[src/rtl/cpu_io_bridge.sv]
// cpu_io_bridge: external-device side of the core's data_in/data_out/interrupt pins.
// RX FIFO feeds the core with one interrupt per word; TX FIFO drains core writes to the host.
module cpu_io_bridge #(
  parameter int DATA_W = 16,
  parameter int DEPTH  = 4
) (
  input  logic                       clk,
  input  logic                       reset,
  input  logic [DATA_W-1:0]          host_rx_data,
  input  logic                       host_rx_valid,
  output logic                       host_rx_ready,
  output logic [DATA_W-1:0]          cpu_data_in,
  output logic                       interrupt,
  input  logic                       cpu_rd_ack,
  input  logic [DATA_W-1:0]          cpu_data_out,
  input  logic                       cpu_wr,
  output logic [DATA_W-1:0]          host_tx_data,
  output logic                       host_tx_valid,
  input  logic                       host_tx_ready,
  output logic [$clog2(DEPTH):0]     rx_count,
  output logic                       tx_overflow
);

  localparam int AW = $clog2(DEPTH);
  localparam int CW = AW + 1;

  typedef enum logic [1:0] {
    IDLE,
    FIRE,
    WAIT_ACK
  } irq_state_t;

  irq_state_t state, state_nx;

  logic [DATA_W-1:0] rx_mem [DEPTH];
  logic [DATA_W-1:0] tx_mem [DEPTH];
  logic [AW-1:0]     rx_wp, rx_rp, rx_rd_idx;
  logic [AW-1:0]     tx_wp, tx_rp;
  logic [CW-1:0]     rx_cnt, rx_cnt_nx, tx_cnt;
  logic [DATA_W-1:0] rx_head_nx;
  logic              rx_full, rx_empty, rx_push, rx_pop;
  logic              tx_full, tx_push, tx_pop, tx_drop;

  assign rx_full  = (rx_cnt == CW'(DEPTH));
  assign rx_empty = (rx_cnt == '0);
  assign tx_full  = (tx_cnt == CW'(DEPTH));

  assign host_rx_ready = reset & ~rx_full;
  assign rx_push = host_rx_valid & host_rx_ready;
  assign rx_pop  = cpu_rd_ack & ~rx_empty;
  assign rx_cnt_nx = rx_cnt + CW'(rx_push) - CW'(rx_pop);
  assign rx_count = rx_cnt;

  assign host_tx_valid = (tx_cnt != '0);
  assign host_tx_data  = host_tx_valid ? tx_mem[tx_rp] : '0;
  assign tx_pop  = host_tx_valid & host_tx_ready;
  assign tx_push = cpu_wr & (~tx_full | tx_pop);
  assign tx_drop = cpu_wr & tx_full & ~tx_pop;

  assign interrupt = (state == FIRE);

  // Next RX head, forwarding the incoming word when it lands at the new head.
  always_comb begin
    rx_rd_idx  = rx_pop ? rx_rp + AW'(1) : rx_rp;
    rx_head_nx = '0;
    if (rx_cnt_nx != '0) begin
      if (rx_push && (rx_rd_idx == rx_wp))
        rx_head_nx = host_rx_data;
      else
        rx_head_nx = rx_mem[rx_rd_idx];
    end
  end

  // FIFO storage; contents are don't-care while the matching count is zero.
  always_ff @(posedge clk) begin
    if (rx_push) rx_mem[rx_wp] <= host_rx_data;
    if (tx_push) tx_mem[tx_wp] <= cpu_data_out;
  end

  // RX pointers, occupancy and registered head word.
  always_ff @(posedge clk or negedge reset) begin
    if (!reset) begin
      rx_wp       <= '0;
      rx_rp       <= '0;
      rx_cnt      <= '0;
      cpu_data_in <= '0;
    end else begin
      if (rx_push) rx_wp <= rx_wp + AW'(1);
      if (rx_pop)  rx_rp <= rx_rp + AW'(1);
      rx_cnt      <= rx_cnt_nx;
      cpu_data_in <= rx_head_nx;
    end
  end

  // TX pointers, occupancy and sticky overflow flag.
  always_ff @(posedge clk or negedge reset) begin
    if (!reset) begin
      tx_wp       <= '0;
      tx_rp       <= '0;
      tx_cnt      <= '0;
      tx_overflow <= 1'b0;
    end else begin
      if (tx_push) tx_wp <= tx_wp + AW'(1);
      if (tx_pop)  tx_rp <= tx_rp + AW'(1);
      tx_cnt <= tx_cnt + CW'(tx_push) - CW'(tx_pop);
      if (tx_drop) tx_overflow <= 1'b1;
    end
  end

  // IRQ state register.
  always_ff @(posedge clk or negedge reset) begin
    if (!reset) state <= IDLE;
    else        state <= state_nx;
  end

  // IRQ next state: one pulse per word, re-armed only by a consuming pop.
  always_comb begin
    state_nx = state;
    unique case (state)
      IDLE:     if (rx_cnt != '0) state_nx = FIRE;
      FIRE:     state_nx = WAIT_ACK;
      WAIT_ACK: if (rx_pop) state_nx = (rx_cnt_nx != '0) ? FIRE : IDLE;
      default:  state_nx = IDLE;
    endcase
  end

endmodule
[config.mk]
export PLATFORM = sky130hd
export DESIGN_NAME = cpu_io_bridge
export DESIGN_NICKNAME = d
export VERILOG_FILES = /design/src/rtl/cpu_io_bridge.sv
export SDC_FILE = /design/constraint.sdc
export NUM_CORES = 1
export LEC_CHECK = 0
export CORE_MARGIN = 3
export CORE_UTILIZATION = 30
export CTS_BUF_LIST = sky130_fd_sc_hd__clkbuf_8
export DETAILED_ROUTE_END_ITERATION = 7
export PLACE_DENSITY = 0.54
export SYNTH_ARGS = -nofsm -noshare
export SYNTH_HDL_FRONTEND = slang
export SYNTH_SLANG_ARGS = --single-unit
[constraint.sdc]
create_clock -name clk -period 6 [get_ports clk]
set_input_delay 0.6 -clock clk [delete_from_list [all_inputs] [get_ports clk]]
set_output_delay 0.6 -clock clk [all_outputs]
set_load 0.01 [all_outputs]
# == Word level (Yosys, flattened, before mapping) ==
# Memory sizes are Yosys's and may differ from the RTL's.
# Cells that the tools add are included.
# totals
register_bits,33
memories,2
in_bits,38
wordCells,57
mem_bits_rw,128
# mem_list
name,words,width,rd,rd_clocked_by_memory_dff,wr,line_no,source
rx_mem,4,16,1,0,1,35,logic [DATA_W-1:0] rx_mem [DEPTH];
tx_mem,4,16,1,0,1,36,logic [DATA_W-1:0] tx_mem [DEPTH];
# op_classes
n_eq_ne,7
n_mux,12
add_sub_neg,8
reduce_logical,7
n_bitwise,12
# ops
operator,count
16-bit two-way mux,3
3-bit nonzero test,3
"2-bit by 1-bit adder with 2-bit output, second input constant",4
1-bit AND,7
3-bit by 1-bit adder with 3-bit output,2
"3-bit == test, second input constant",2
2-bit two-way mux,3
2-bit case mux with 3 select lines,1
3-bit by 1-bit subtractor with 3-bit output,2
1-bit two-way mux,5
"2-bit != test, second input constant",2
1-bit inverter,4
3-bit zero test,1
"2-bit by 1-bit == test with 1-bit output, second input constant",1
2-bit == test,1
"2-bit == test, second input constant",1
2-bit zero test,1
2-bit AND reduction,1
1-bit logical AND,1
1-bit OR,1

# == Depth between registers and ports, before layout ==
# depth
ltp_word,10
depth_mapped,16

# == Worst setup path after synthesis ==
# No wires, ideal clock.
# synth_path
kind,register to register
from,"reg rx_cnt[1], in the netlist rx_count[1]"
to,reg cpu_data_in[10]
path_stages_with_launch,17
setup_ns,0.120
setup_slack_ns,2.635
t_required_ns,5.880
arrival_ns,3.244
cell_sequence,dfrtp_1 nor2_1 nand2_1 and3_1 clkbuf_1 clkbuf_1 inv_1 ha_1 inv_1 ha_1 fa_1 xor2_1 xnor2_1 or3_1 clkbuf_1 clkbuf_1 o211a_1
# synth_between
elab_chain_len,8
# synth_rtl
item,line_no,source
"start, declared",39,"logic [CW-1:0] rx_cnt, rx_cnt_nx, tx_cnt;"
"start signal, assigned",90,rx_cnt <= rx_cnt_nx;
3-bit == test,44,assign rx_full = (rx_cnt == CW'(DEPTH));
1-bit inverter,48,assign host_rx_ready = reset & ~rx_full;
1-bit AND,48,
1-bit AND,49,assign rx_push = host_rx_valid & host_rx_ready;
3-bit by 1-bit adder with 3-bit output,51,assign rx_cnt_nx = rx_cnt + CW'(rx_push) - CW'(rx_pop);
3-bit by 1-bit subtractor with 3-bit output *,51,
named net rx_cnt_nx[2],39,
3-bit nonzero test *,66,if (rx_cnt_nx != '0) begin
16-bit two-way mux *,66,
named net rx_head_nx[10],40,logic [DATA_W-1:0] rx_head_nx;
"end signal, assigned",91,cpu_data_in <= rx_head_nx;
"end, declared",12,"output logic [DATA_W-1:0] cpu_data_in,"
# The timed path passes the listed nets; every way through them passes the cells marked *.
# A chain may end at the register's enable or synchronous reset.

# == Worst setup path after layout ==
# layout_path
from,"reg rx_cnt[2], in the netlist rx_count[2]"
to,reg cpu_data_in[14]
# The elaborated chain is that of the path after synthesis.

==> impl_metrics.csv <==
group,metric,value,unit
outcome,outcome,"complete, no violations",
synth,synth_edf_count,128,
synth,netlist.area_leader.share,55.6,%
synth,synthTopCellsByCount,"128 x edfxtp_1, 33 x dfrtp_1, 30 x nand3b_1, 27 x clkbuf_1, 26 x and2_1",
synth,yosysUniqueCellTypes,39,
detailed_routing,wire_per_inst,18.5,um
global_routing,grt_pass1_wl,23.1,mm
pwr,p_int,2720,uW
floorplanning,row_count,54,
sta,slew_headroom,35.1,%
pwr,switching_share,33.9,%
sta,worst_pin_slew,0.974,ns
run,maxCapViolCount,0,
sta,period_needed,3.78,ns
synth,syn_area,0.00691,sq mm
detailed_routing,viasPerCell,4.97,
global_routing,grt_pass1_vias,4275,
synth,yosysTopAreaCell,"edfxtp_1",
clock_tree,worstSkewPairLatency,0.45,ns
pwr,leakage,0.00299,uW
detailed_routing,routed_wl,14.9,mm
critical_path,cp-start-kind,"flip-flop",
synth,syn_nets,498,
synth,async_reset_ff_share,20.5,%
sta,layout_setup_ws,2.22,ns
sta,fmax,265,MHz
pwr,total_power,4110,uW
detailed_routing,via_count,4019,
pwr,power.switching,1400,uW
critical_path,worstSetupEndpointType,"flip-flop",
sta,clock_skew,0.0100,ns
floorplanning,placeableCoreArea,0.0222,sq mm
synth,syn-instance-count,446,
clock_tree,cts_setup_buffers,0,
floorplanning,die_h,158,um
floorplanning,boundaryPins,77,
critical_path,slowest_delay,0.62,ns
finish,nFillCells,2092,
synth,synth-xor-area-share,1.67,%
clock_tree,clk_pin_slew,0.09,ns
finish,nets,567,
synth,yosys_most_used_dff,"edfxtp_1",
clock_tree,clk_path_buf_depth,2,
clock_tree,numCtsBuffers,17,
synth,synthAdderAreaFrac,2.75,%
critical_path,cpMostUsedCell,"ha_1",
placed_design,routabilityCongestion,0.735,
pwr,vdd_drop_max,0.000321,V
finish,area_delta_synth_final,20.9,%
clock_tree,clock_sinks,161,
pwr,p_per_area,492,mW/mm^2
placed_design,place_ws,1.78,ns
synth,synth_compound_area_share,7.71,%
synth,syn_area_per_cell,15.5,sq um
finish,n_antenna_cell,0,
synth,synthSimpleGateAreaFrac,9.89,%
critical_path,crit_required,6.36,ns
hold_path,hold_class,"in -> async",
floorplanning,start_util,31.1,%
placed_design,dp_hpwl,9.35,mm
clock_tree,cts_tree,"done",
global_routing,track_usage,12.4,%
sta,finalHoldViolCount,0,
placed_design,port_buffers,76,
synth,synth_area_leaders,"edfxtp_1 56%, dfrtp_1 12%, mux4_2 5.2%, nand3b_1 3.3%, and2_1 2.4%",
synth,synth_seq_cells,161,
synth,seq_area_frac_synth,67.6,%
sta,setup_violations,0,
pwr,power_frac_comb,39.4,%
synth,yosys-mux-area-fraction,7.55,%
clock_tree,cts-root-buf,"clkbuf_8",
sta,timing.setup.tns,0,ns
synth,synth_top_family_by_area,"simple AND/OR/NAND/NOR gates",
clock_tree,cts_hold_buf,0,
pwr,p_seq_share,40.2,%
pwr,p_clk_share,20.4,%
clock_tree,htree_num_levels,4,
floorplanning,die_w,158,um
detailed_routing,drc,0,
clock_tree,cts.repair.resized,0,
critical_path,critPathMaxFanout,50,
critical_path,path_cells,"o31ai_4 > buf_4 > inv_2 > ha_1 > inv_1 > ha_1 > fa_1 > xor2_1 > xnor2_1 > or3_1 > o21ai_0 > o31ai_2",
critical_path,crit_slowest_cell,"or3_1",
critical_path,crit_type,"reg -> reg",
synth,yosysMostFrequentCell,"edfxtp_1",
detailed_routing,drt_pre_antenna_iters,4,
detailed_routing,drt_iter0_drc,252,
global_routing,grt_max_degree,51,
critical_path,cp.arrival,4.13,ns
finish,drive_above_1_share,11.9,%
floorplanning,die-area,0.0249,sq mm
sta,fin_crit_sh,62.9,%
sta,slew_violations,0,
global_routing,grt_overflow_total,0,
global_routing,grt_antenna_before_repair,0,
detailed_routing,drtAntennaViolNets,0,
synth,yosys_warnings,0,
sta,grt_setup_unrepaired,"false",
## area by class of cell
type                            instances  area [sq um]  area share [%]
Timing Repair Buffer                   84           816            9.76
Sequential cell                       161          4670            55.9
Tap cell                              280           350            4.19
Inverter                               14          52.6           0.629
Clock inverter                         14           179            2.14
Clock buffer                           18           248            2.96
Multi-Input combinational cell        237          2040            24.4
## through the flow
stage	hold WS [ns]	cell area, sq um	std cells	util (%)
global placement	0.441	7930	776	35.7
floorplan	0.304	6910	446	-
finish	0.198	8360	808	37.6
CTS	0.186	8360	808	37.6
detailed placement	0.437	7930	776	35.7
global route	0.207	8360	808	37.6
## state kept, by name, summed over array words and instances (netlist names)
name         count
tx_overflow      1
state            2
tx_wp            2
rx_wp            2
rx_mem          64
tx_cnt           3
tx_rp            2
cpu_data_in     16
rx_count         3
tx_mem          64
rx_rp            2
## cells by family after synthesis
kind of cell,Yosys count
and+or+nand+nor,108
muxes,32
adders and majority gates,14
DFF,161
buffers and inverters,48
AOI/OAI and AO/OA,72
xor gates and xnor gates,11
## metal layers
metal | vias to the layer above | track usage, % | share of wire [%]
met1 | 2055 | 14.7 | 43
met4 | 0 | 3.80 | 1.1
met2 | 99 | 22.0 | 52
met3 | 12 | 3.01 | 4.6
met5 | - | 0 | 0
li1 | 1853 | - | -
## critical path, delay by kind of cell, from the launching register on
| kind | cells | cell delay (ns) |
|---|---|---|
| adder cells (fa/ha/maj) | 3 | 0.86 |
| XOR/XNOR | 2 | 0.35 |
| AO/OA/AOI/OAI | 3 | 0.73 |
| buffers and inverters | 3 | 0.65 |
| flip-flops | 1 | 0.47 |
| AND/OR/NAND/NOR | 1 | 0.62 |
## cells in the final DEF, fill, tap and decap left out, types with 3 or more instances in the layout
master           count
nand2_1              6
mux4_2              16
o21ai_0             18
nor2b_1              4
and2_1              26
nand3_1             15
o211a_1             15
and3_1              17
bufinv_16            3
nand3b_1            30
a311oi_1            15
buf_4                8
mux2i_1             15
clkinv_4             4
ha_1                12
edfxtp_1           128
clkdlybuf4s50_1     75
xnor2_1              8
dfrtp_1             33
inv_1               12
clkbuf_8            18
inv_6                3
a21oi_1             16
nor4b_1              3
## power by group through the flow
stage / registers [uW] / clock network (uW) / logic, uW
final: 1650 / 838 / 1620
after global placement: 1680 / 0 / 1600
after floorplan: 1610 / 0 / 1050
after CTS: 1660 / 862 / 1650
after global routing: 1680 / 910 / 1780
after detailed placement: 1690 / 0 / 1640
## worst paths after layout
check	startpoint	end	slack (ns)	depth (start not counted)
hold reg to reg	state[0]	state[0]	0.45	1
hold / removal	reset	cpu_data_in[9]	0.20	2
max in group asynchronous	reset	tx_wp[0]	5.44	2
min in group clk	state[0]	state[0]	0.45	1
setup reg to reg	rx_count[2]	cpu_data_in[14]	2.22	12
setup / recovery	rx_count[2]	cpu_data_in[14]	2.22	12
Note: power is estimated with default switching activity, not from simulation.
